===== src/rtl/div_share_ctrl.sv =====
// Round-robin controller sharing one iterative 32-bit divider between requesters A and B.
// Optional feature macro DIV_SHARE_ZCHK_EN: answer zero-divisor requests directly without using the divider.
module div_share_ctrl #(
    parameter int DIV_CYCLES = 33,
    parameter int CNT_W      = 6
) (
    input  logic        clk,
    input  logic        r,
    input  logic        req_valid_a,
    output logic        req_ready_a,
    input  logic [31:0] dend_a,
    input  logic [31:0] dsor_a,
    input  logic        req_valid_b,
    output logic        req_ready_b,
    input  logic [31:0] dend_b,
    input  logic [31:0] dsor_b,
    output logic        div_start,
    output logic [31:0] div_dend,
    output logic [31:0] div_dsor,
    input  logic [31:0] div_q,
    input  logic [30:0] div_rem,
    output logic        rsp_valid,
    input  logic        rsp_ready,
    output logic        rsp_id,
    output logic [31:0] rsp_q,
    output logic [30:0] rsp_rem,
    output logic        rsp_dz,
    output logic        busy
);

    typedef enum logic [2:0] {
        S_IDLE,
        S_LAUNCH,
        S_WAIT,
        S_CAPTURE,
        S_RESP
    } state_t;

    localparam logic [CNT_W-1:0] CNT_LAST = CNT_W'(DIV_CYCLES - 1);

    state_t           state;
    state_t           state_nxt;
    logic             last_grant;   // 1 = B was served last
    logic [CNT_W-1:0] cnt;
    logic             grant_a;
    logic             grant_b;
    logic             accept;
    logic             sel_id;
    logic [31:0]      sel_dend;
    logic [31:0]      sel_dsor;
    logic             zero_skip;

    // A tie goes to whichever requester was not served last.
    always_comb begin
        grant_a = 1'b0;
        grant_b = 1'b0;
        if (state == S_IDLE) begin
            grant_a = req_valid_a && (!req_valid_b || last_grant);
            grant_b = req_valid_b && (!req_valid_a || !last_grant);
        end
    end

    assign req_ready_a = grant_a;
    assign req_ready_b = grant_b;
    assign accept      = grant_a || grant_b;
    assign sel_id      = grant_b;
    assign sel_dend    = grant_b ? dend_b : dend_a;
    assign sel_dsor    = grant_b ? dsor_b : dsor_a;

`ifdef DIV_SHARE_ZCHK_EN
    assign zero_skip = (sel_dsor == 32'd0);
`else
    assign zero_skip = 1'b0;
`endif

    always_comb begin
        state_nxt = state;
        case (state)
            S_IDLE:    if (accept) state_nxt = zero_skip ? S_RESP : S_LAUNCH;
            S_LAUNCH:  state_nxt = S_WAIT;
            S_WAIT:    if (cnt == CNT_LAST) state_nxt = S_CAPTURE;
            S_CAPTURE: state_nxt = S_RESP;
            S_RESP:    if (rsp_ready) state_nxt = S_IDLE;
            default:   state_nxt = S_IDLE;
        endcase
    end

    always_ff @(posedge clk or negedge r) begin
        if (!r) begin
            state      <= S_IDLE;
            last_grant <= 1'b1;
            cnt        <= '0;
        end else begin
            state <= state_nxt;
            if (accept) last_grant <= sel_id;
            if (state == S_LAUNCH)
                cnt <= '0;
            else if (state == S_WAIT)
                cnt <= cnt + CNT_W'(1);
        end
    end

    // Operands stay on the divider inputs until the next accept.
    always_ff @(posedge clk or negedge r) begin
        if (!r) begin
            div_dend <= '0;
            div_dsor <= '0;
            rsp_id   <= 1'b0;
        end else if (accept) begin
            div_dend <= sel_dend;
            div_dsor <= sel_dsor;
            rsp_id   <= sel_id;
        end
    end

    always_ff @(posedge clk or negedge r) begin
        if (!r) begin
            rsp_q   <= '0;
            rsp_rem <= '0;
        end else if (state == S_CAPTURE) begin
            rsp_q   <= div_q;
            rsp_rem <= div_rem;
        end else if (accept && zero_skip) begin
            rsp_q   <= 32'hFFFF_FFFF;
            rsp_rem <= sel_dend[30:0];
        end
    end

`ifdef DIV_SHARE_ZCHK_EN
    always_ff @(posedge clk or negedge r) begin
        if (!r)
            rsp_dz <= 1'b0;
        else if (state == S_CAPTURE)
            rsp_dz <= 1'b0;
        else if (accept && zero_skip)
            rsp_dz <= 1'b1;
    end
`else
    assign rsp_dz = 1'b0;
`endif

    assign div_start = (state == S_LAUNCH);
    assign rsp_valid = (state == S_RESP);
    assign busy      = (state != S_IDLE);

endmodule


===== config.mk =====
export PLATFORM = sky130hd
export DESIGN_NAME = div_share_ctrl
export DESIGN_NICKNAME = d
export VERILOG_FILES = /design/src/rtl/div_share_ctrl.sv
export SDC_FILE = /design/constraint.sdc
export NUM_CORES = 1
export LEC_CHECK = 0
export BUFFER_PORTS_ARGS = -buffer_cell sky130_fd_sc_hd__buf_4
export CORE_AREA = 2 2 128 130
export DETAILED_ROUTE_END_ITERATION = 6
export DIE_AREA = 0 0 130 132
export PLACE_DENSITY = 0.7
export SLEW_MARGIN = 20
export SYNTH_ARGS = -nofsm -noshare
export SYNTH_HDL_FRONTEND = slang
export SYNTH_SLANG_ARGS = --single-unit

===== constraint.sdc =====
create_clock -name clk -period 2.3 [get_ports clk]
set_clock_uncertainty 0.15 [all_clocks]
set_input_delay 0.345 -clock clk [delete_from_list [all_inputs] [get_ports clk]]
set_output_delay 0.345 -clock clk [all_outputs]
set_load 0.02 [all_outputs]

After elaboration in Yosys (flattened, before gate mapping)
Index checks and enable logic that the tools add are counted.
- add/sub/neg operators: 1
- eq/ne operators: 8
- muxes and demuxes: 10
- reductions and logical operators: 12
- operator list (operator ; number):
    two-way mux 32 bit ; 2
    case mux 3 bit (5 select lines) ; 1
    two-way mux 6 bit ; 2
    two-way mux 3 bit ; 3
    adder 6 x 1 -> 6 bit (second input constant) ; 1
    == test 3 x 2 -> 1 bit (second input constant) ; 2
    == test 6 bit (second input constant) ; 1
    inequality test 2 bit (second input constant) ; 2
    == test 3 x 1 -> 1 bit (second input constant) ; 1
    == test 3 bit (second input constant) ; 1
    zero test 1 bit ; 3
    zero test 3 bit ; 1
    logical OR 1 bit ; 3
    AND reduction 3 bit ; 1
    nonzero test 3 bit ; 1
    logical AND 1 bit ; 2
    two-way mux 1 bit ; 2
    inequality test 2 x 1 -> 1 bit (second input constant) ; 1
    nonzero test 2 bit ; 1
- flip-flop bits (word level): 138
- input bits: 196

Longest topological paths before layout
Gate-level depths: netlist of the first run.
- depth in word-level cells: 7
- mapped depth: 7
- mapped depth without buffers: 5

Least setup slack after synthesis of the first run
Ideal clock, no wire load.
- path kind: register to output
- from: register state[1]
- to: output port req_ready_b
- data arrival time: 1.489 ns
- required time: 1.805 ns
- slack: 0.316 ns
- cell stages (with the launch flop): 7
- buffers on the path: 3
- path through: dfrtp_1 > buf_2 > nor3_4 > inv_2 > buf_2 > buf_2 > nor2_1
- longest elaborated chain between the ends: 2
- RTL lines (element ; RTL line ; text):
    start, declared ; 41 ; state_t state;
    start signal, assigned ; 94 ; state <= state_nxt;
    zero test 3 bit ; 57 ; if (state == S_IDLE) begin
    two-way mux 1 bit ; 57 ;
    end, declared ; 14 ; output logic req_ready_b,
No other way between the ends.

Final worst setup path of the first run
- from: register state[2]
- to: output port busy
- longest elaborated chain between the ends: 1
- RTL lines (element ; RTL line ; text):
    nonzero test 3 bit ; 144 ; assign busy = (state != S_IDLE);
    end, declared ; 28 ; output logic busy
No other way between the ends.

==> PnR_summary.wiki, run 1 <==
{| class="wikitable"
! Metric !! Value
|-
| Run status || finished clean
|-
| Setup repair after global routing missed its margin || true
|-
| Vias in the first global route || 6016
|-
| Yosys top cell area share || 0.553
|-
| Mean number of vias per cell || 5.29
|-
| Die Y || 132 um
|-
| Combined global-route utilization of all metal layers || 0.252
|-
| Warning count from the yosys run || 0
|-
| Initial antenna violation count || 0
|-
| Hpwl dp || 14300 um
|-
| Leftover overflow at the end of global routing || 0
|-
| Filler cell count || 1300
|-
| H-tree depth reported by CTS || 4
|-
| Maximum number of pins on one net before global-route repair || 66
|-
| Post-route DRC || 0
|-
| Mapped cell area || 0.00620 mm^2
|-
| Most common library cell in the layout ignoring fill and taps || sky130_fd_sc_hd__buf_4
|-
| CTS clk-pin slew, worst paths || 0.06 ns
|-
| Worst-Skew Late Latency || 0.41 ns
|-
| Global-route wire length before repair || 33300 um
|-
| Final setup violation count || 0
|-
| Area growth from synthesis to layout || 61.0%
|-
| Routability congestion estimate || 0.790
|-
| Total inserted antenna cells || 0
|-
| Max Slew Vio Count || 0
|-
| Min cycle time layout || 2.29 ns
|-
| Nets in the synthesized netlist || 777
|-
| Number of standard cells after synthesis || 579
|-
| Flip-flop and latch count after synthesis || 138
|-
| Number of buffers added by the clock tree synthesis step || 17
|-
| Total vias in the final route || 6121
|-
| Cell at the root of the clock tree || sky130_fd_sc_hd__clkbuf_16
|-
| Number of max-cap violations || 0
|-
| Total power consumption of the routed design || 15.2 mW
|-
| CTS tree || yes
|-
| Largest area contributor in the synthesized netlist || sky130_fd_sc_hd__dfrtp_1
|-
| Highest-count cells in the layout ignoring fill and taps || sky130_fd_sc_hd__buf_4 (343), sky130_fd_sc_hd__dfrtp_1 (136), sky130_fd_sc_hd__a21oi_1 (68), sky130_fd_sc_hd__mux2_2 (66), sky130_fd_sc_hd__nand3_1 (65)
|-
| WS Path Type || reg2out
|-
| CP startpoint kind || register
|-
| Layout cell share with drive strength beyond 1 || 0.490
|-
| Worst IR drop on VDD || 0.705 mV
|-
| Data required, critical path || 1.80 ns
|-
| Area inside the core boundary || 0.0157 mm^2
|-
| Clock Sink Count || 138
|-
| Routed wire per std cell || 19.3 um
|-
| Area enclosed by the die boundary || 0.0172 mm^2
|-
| Slew margin rel. || 0.530
|-
| DRT Pass-1 Iters || 5
|-
| Antenna-violating nets left || 0
|-
| Width of the die || 130 um
|-
| Maximum fanout along the worst path || 44
|-
| Proportion of synthesized chip area in sequential cells || 0.557
|-
| Number of buffers on the longest clock path || 2
|-
| Endpoint kind of the worst setup timing path || primary output
|-
| Total power per unit cell area || 1520 mW/mm^2
|-
| Number of standard-cell rows in the floorplan || 46
|-
| Total wire length || 22300 um
|-
| Data arrival time of the critical path || 1.80 ns
|-
| Count of final hold-check violations || 0
|-
| Cell leakage power || 4.52 nW
|-
| NumNets Final || 1126
|-
| Top area cells in the synthesized netlist || sky130_fd_sc_hd__dfrtp_1 (55%), sky130_fd_sc_hd__mux2_2 (12%), sky130_fd_sc_hd__a31oi_1 (6.5%)
|-
| Number of port buffers || 328
|-
| Max Freq || 436 MHz
|-
| Worst slack on hold paths || 0.0177 ns
|-
| Average size of a mapped cell || 10.7 um^2
|-
| Least-Margin Pin Slew || 0.706 ns
|-
| Period utilization || 0.998
|-
| Top Ports || 330
|-
| Netlist cell types || 36
|-
| Worst min path class || in2reg
|-
| Initial core utilization || 0.395
|-
| Number of violations reported at the end of detailed-routing iteration 0 || 319
|}
-- worst paths after layout --
kind,startpoint,endpoint,slack (ns),depth (start not counted)
worst min-delay path,div_rem[19],rsp_rem[19]$_DFFE_PN0P_,0.02,2
min in group asynchronous,r,rsp_rem[5]$_DFFE_PN0P_,0.34,2
worst max-delay path,state[2]$_DFFE_PN0P_,busy,0.005,4
worst max register to register,state[2]$_DFFE_PN0P_,div_dsor[8]$_DFFE_PN0P_,0.13,6
worst min register to register,rsp_rem[1]$_DFFE_PN0P_,rsp_rem[1]$_DFFE_PN0P_,0.36,1
max in group asynchronous,r,last_grant$_DFFE_PN1P_,0.99,3
-- synthesized netlist by cell type (all sizes together) --
cell type	count
nand2b	3
dfstp	1
nor2	6
buf	36
xnor2	1
a21boi	1
nor4b	1
dfrtp	137
ha	2
a21o	1
a21oi	68
nor3b	1
nand4	1
nand3	65
o31a	1
o22ai	2
a22o	3
nand3b	2
and2	1
a21bo	1
and3	1
nand2	6
mux2	66
o21ai	67
a31oi	64
nor3	2
or2	3
conb	1
clkbuf	25
nand4b	2
inv	8
-- layer usage --
metal / GRT usage / vias up / wire (um)
met5: 0 / - / 0
met4: 0.100 / 0 / 667
met3: 0.0860 / 38 / 2160
met2: 0.425 / 325 / 11300
met1: 0.292 / 2933 / 8210
li1: - / 2825 / -
-- cell type report --
class | count | area, um^2 | area share
timing repair buffer | 391 | 3160 | 0.317
clock buffer | 18 | 439 | 0.0440
clock inverter | 14 | 185 | 0.0185
sequential | 138 | 3460 | 0.346
multi-input combinational | 372 | 2440 | 0.244
inverter | 8 | 35.0 | 0.00351
tap | 216 | 270 | 0.0271
-- flip-flops by register name, indices dropped and copies added, names as in the netlist --
name / flops
rsp_q: 32
state: 3
last_grant: 1
rsp_id: 1
rsp_rem: 31
div_dsor: 32
cnt: 6
div_dend: 32
-- logic make-up after synthesis --
kind of cell | synth area share
buffers and inverters | 0.0518
flip-flops | 0.557
multiplexers | 0.120
adder cells (fa/ha/maj) | 0.00403
AO/OA/AOI/OAI | 0.185
XOR/XNOR | 0.00141
AND/OR/NAND/NOR | 0.0801
other | 0.000605
-- stage by stage --
step / TNS, ns / utilization / instances / setup WS, ns / area [um^2]
after floorplan: 0 / - / 579 / 0.316 / 6200
after global placement: 0 / 0.564 / 1078 / 0.276 / 8870
after detailed placement: 0 / 0.564 / 1078 / 0.213 / 8870
after CTS: 0 / 0.630 / 1149 / 0.00234 / 9900
after global routing: -0.0746 / 0.636 / 1157 / -0.0414 / 9990
final: 0 / 0.636 / 1157 / 0.00539 / 9990
-- worst max-delay path, cell delays in order (launching register included) --
cell and delay, ns:
sky130_fd_sc_hd__dfrtp_2 0.47, sky130_fd_sc_hd__nor3_4 0.37, sky130_fd_sc_hd__clkinv_4 0.14, sky130_fd_sc_hd__buf_12 0.19, sky130_fd_sc_hd__buf_4 0.18
-- where the power goes --
part           internal, mW  total, mW  switching (mW)
logic                  3.47       7.85            4.38
registers              3.67       4.46           0.785
clock network          1.76       2.90            1.13
total                  8.90       15.2            6.30
-- timing repair --
item                                    4_1_cts  5_1_grt
gates cloned                                  1        1
buffers inserted                              1        6
endpoints found under the hold margin        90        1
gates resized for setup                       0        3
endpoints found under the setup margin        3        3
pin swaps                                     1        1
hold buffers                                 37        1
Note: power is estimated with default switching activity, not from simulation.
==> run 2, diff against run 1 <==
--- a/config.mk
+++ b/config.mk
@@ -5,11 +5,12 @@
 export SDC_FILE = /design/constraint.sdc
 export NUM_CORES = 1
 export LEC_CHECK = 0
+export ABC_AREA = 1
 export BUFFER_PORTS_ARGS = -buffer_cell sky130_fd_sc_hd__buf_4
 export CORE_AREA = 2 2 128 130
 export DETAILED_ROUTE_END_ITERATION = 6
 export DIE_AREA = 0 0 130 132
-export PLACE_DENSITY = 0.7
+export PLACE_DENSITY = 0.72
 export SLEW_MARGIN = 20
 export SYNTH_ARGS = -nofsm -noshare
 export SYNTH_HDL_FRONTEND = slang
==> PnR_summary.wiki, run 2 <==
{| class="wikitable"
! Metric !! Value
|-
| Mapped cell area || 0.00661 mm^2
|-
| Total vias in the final route || 6449
|-
| Highest-count cells in the layout ignoring fill and taps || sky130_fd_sc_hd__buf_4 (340), sky130_fd_sc_hd__nand2_1 (150), sky130_fd_sc_hd__dfrtp_1 (137), sky130_fd_sc_hd__nand3_1 (136), sky130_fd_sc_hd__inv_1 (79)
|-
| DRT Pass-1 Iters || 6
|-
| Total wire length || 22200 um
|-
| Yosys top cell area share || 0.519
|-
| Area growth from synthesis to layout || 58.9%
|-
| Number of port buffers || 328
|-
| Number of max-cap violations || 0
|-
| Number of violations reported at the end of detailed-routing iteration 0 || 396
|-
| Total inserted antenna cells || 0
|-
| Combined global-route utilization of all metal layers || 0.259
|-
| Least-Margin Pin Slew || 0.542 ns
|-
| Global-route wire length before repair || 34600 um
|-
| Routability congestion estimate || 0.781
|-
| Post-route DRC || 0
|-
| Final cell count without fillers || 1305
|-
| Fraction of synthesized cell area in xor and xnor cells || 0.00133
|-
| Initial antenna violation count || 0
|-
| Area enclosed by the die boundary || 0.0172 mm^2
|-
| CTS clk-pin slew, worst paths || 0.06 ns
|-
| Routed wire per std cell || 17.0 um
|-
| Vias in the first global route || 6612
|-
| Worst setup startpoint || state[0]$_DFFE_PN0P_
|-
| Filler cell count || 1246
|-
| Slew margin rel. || 0.639
|-
| Run status || finished clean
|-
| Endpoint of the worst-slack reg-to-reg timing path || div_dsor[2]$_DFFE_PN0P_
|-
| WHS Path Cells || 2
|-
| Final Cell Area || 0.0105 mm^2
|-
| Worst min path class || in2reg
|-
| Synth cell count leaders || sky130_fd_sc_hd__nand2_1 (151), sky130_fd_sc_hd__dfrtp_1 (137), sky130_fd_sc_hd__nand3_1 (137)
|-
| Largest area contributor in the synthesized netlist || sky130_fd_sc_hd__dfrtp_1
|-
| Worst Setup EP || req_ready_b
|-
| Worst reg-to-reg path cell count || 7
|-
| Min cycle time layout || 2.20 ns
|-
| Initial core utilization || 0.421
|-
| Worst IR drop on VDD || 0.967 mV
|-
| Most common library cell in the layout ignoring fill and taps || sky130_fd_sc_hd__buf_4
|-
| Final setup violation count || 0
|-
| Share of cell area taken by muxes after synthesis || 0.107
|-
| Number of buffers on the longest clock path || 2
|-
| Endpoint kind of the worst setup timing path || primary output
|-
| Leftover overflow at the end of global routing || 0
|-
| Data arrival time of the critical path || 1.71 ns
|-
| Instance area after placement || 0.00930 mm^2
|-
| Area share of fa/ha/maj cells after synthesis || 0.00379
|-
| Mean number of vias per cell || 4.94
|-
| CP startpoint kind || register
|-
| Area inside the core boundary || 0.0157 mm^2
|-
| Area fraction in and, or, nand and nor cells after synthesis || 0.198
|-
| Worst-Skew Late Latency || 0.42 ns
|-
| Netlist cell types || 23
|-
| Antenna-violating nets left || 0
|-
| Layout cell share with drive strength beyond 1 || 0.415
|-
| Data required, critical path || 1.80 ns
|-
| Total placed cells including tap cells || 1217
|-
| Number of standard cells after synthesis || 704
|-
| Launch point of the worst reg-to-reg path || last_grant$_DFFE_PN1P_
|-
| Max Freq || 455 MHz
|-
| Top_reg_cell synth || sky130_fd_sc_hd__dfrtp_1
|-
| Setup repair after global routing missed its margin || false
|-
| Period utilization || 0.957
|-
| Cell leakage power || 5.46 nW
|-
| Number of standard-cell rows in the floorplan || 46
|-
| Hpwl dp || 14700 um
|-
| Die Y || 132 um
|-
| Flip-flop and latch count after synthesis || 138
|-
| Number of buffers added by the clock tree synthesis step || 17
|-
| CTS tree || yes
|-
| Reg-to-reg setup timing slack || 0.45 ns
|-
| Maximum fanout along the worst path || 22
|-
| Max Slew Vio Count || 0
|-
| Proportion of synthesized chip area in sequential cells || 0.523
|-
| Worst slack on hold paths || 0.00185 ns
|-
| Number of enable flip-flop cells after synthesis || 0
|-
| WS Path Type || reg2out
|-
| Nets in the synthesized netlist || 902
|-
| Utilization after layout || 0.668
|-
| Warning count from the yosys run || 0
|-
| Width of the die || 130 um
|-
| Combinational family with the most area after synthesis || simple AND/OR/NAND/NOR gates
|-
| Fraction of synthesis flops using an asynchronous set or reset pin || 1.00
|-
| Clock Sink Count || 138
|-
| Count of final hold-check violations || 0
|-
| Setup TNS || 0 ns
|-
| Top area cells in the synthesized netlist || sky130_fd_sc_hd__dfrtp_1 (52%), sky130_fd_sc_hd__mux2_2 (11%), sky130_fd_sc_hd__nand3_1 (10%)
|-
| Cell at the root of the clock tree || sky130_fd_sc_hd__clkbuf_16
|-
| Most repeated cell in the gate-level netlist after synthesis || sky130_fd_sc_hd__nand2_1
|-
| Leading registers by flop count || div_dend: 32 flops, div_dsor: 32 flops, rsp_q: 32 flops
|-
| Average size of a mapped cell || 9.39 um^2
|-
| Total power per unit cell area || 1400 mW/mm^2
|-
| Top Ports || 330
|-
| Fraction of the mapped netlist area in compound gates || 0.0784
|-
| NumNets Final || 1274
|-
| H-tree depth reported by CTS || 4
|-
| Maximum number of pins on one net before global-route repair || 65
|}
run 2: cell types whose count changed after synthesis, sizes merged, moves of 3 or more:
cell | previous run | this run
clkbuf | 25 | 6
or2 | 3 | 0
mux2 | 66 | 63
inv | 8 | 80
buf | 36 | 43
a21oi | 68 | 1
o21bai | 0 | 64
o21ai | 67 | 4
nand2b | 3 | 0
a31oi | 64 | 0
nand2 | 6 | 152
a22o | 3 | 0
nand3 | 65 | 138
run 2: area by class of cell:
cell class / instances / area, um^2 / share of cell area
timing repair buffer: 402 / 3250 / 0.309
clock buffer: 21 / 470 / 0.0448
multi-input combinational: 437 / 2610 / 0.249
clock inverter: 11 / 144 / 0.0137
inverter: 80 / 300 / 0.0286
tap: 216 / 270 / 0.0257
sequential: 138 / 3450 / 0.329
run 2: kinds of logic after synthesis:
kind of cell	after synthesis
other cells	1
flops	138
xor+xnor	1
buf+inv	129
fa+ha+maj	2
mux	63
compound gates	71
simple gates	299
run 2: report_power, final:
group          leakage [nW]  switching [mW]  internal (mW)
logic                  3.49            4.30           3.18
registers              1.67           0.703           3.64
clock network         0.303            1.07           1.79
run 2: worst max-delay path, cell delays in order, from the launching register on:
cell and delay [ns]:
sky130_fd_sc_hd__dfrtp_1 0.43, sky130_fd_sc_hd__nor2_2 0.16, sky130_fd_sc_hd__nand2_4 0.13, sky130_fd_sc_hd__nor2_4 0.19
sky130_fd_sc_hd__buf_12 0.19, sky130_fd_sc_hd__buf_4 0.16
run 2: metrics by stage:
| stage | power (mW) | setup slack, ns |
|---|---|---|
| floorplan | 8.53 | 0.684 |
| global placement | 11.5 | 0.446 |
| detailed placement | 11.6 | 0.398 |
| CTS | 14.6 | 0.00141 |
| global route | 15.5 | 0.0260 |
| finish | 14.7 | 0.100 |
run 2: worst min path at each step:
stage | from | end | slack, ns
global route | div_q[11] | rsp_q[11]$_DFFE_PN0P_ | 0.0006
global placement | r | div_dend[20]$_DFFE_PN0P_ | 0.19
detailed placement | r | div_dend[20]$_DFFE_PN0P_ | 0.19
floorplan | r | cnt[0]$_DFFE_PN0P_ | -0.10
finish | div_q[11] | rsp_q[11]$_DFFE_PN0P_ | 0.002
CTS | div_q[11] | rsp_q[11]$_DFFE_PN0P_ | 0.0005
run 2: layer usage:
metal	wire length, um	part of all wire	vias to the layer above	track usage
met1	8580	0.39	3080	0.304
li1	-	-	3044	-
met2	11100	0.50	267	0.445
met5	0	0	-	0
met4	874	0.039	0	0.107
met3	1650	0.074	58	0.0710
run 2: repair_timing:
action / 4_1_cts / 5_1_grt
resized for setup: 0 / 3
buffers inserted: 0 / 1
hold buffers: 54 / 0
hold endpoints to repair: 102 / 0
setup endpoints to repair: 0 / 2
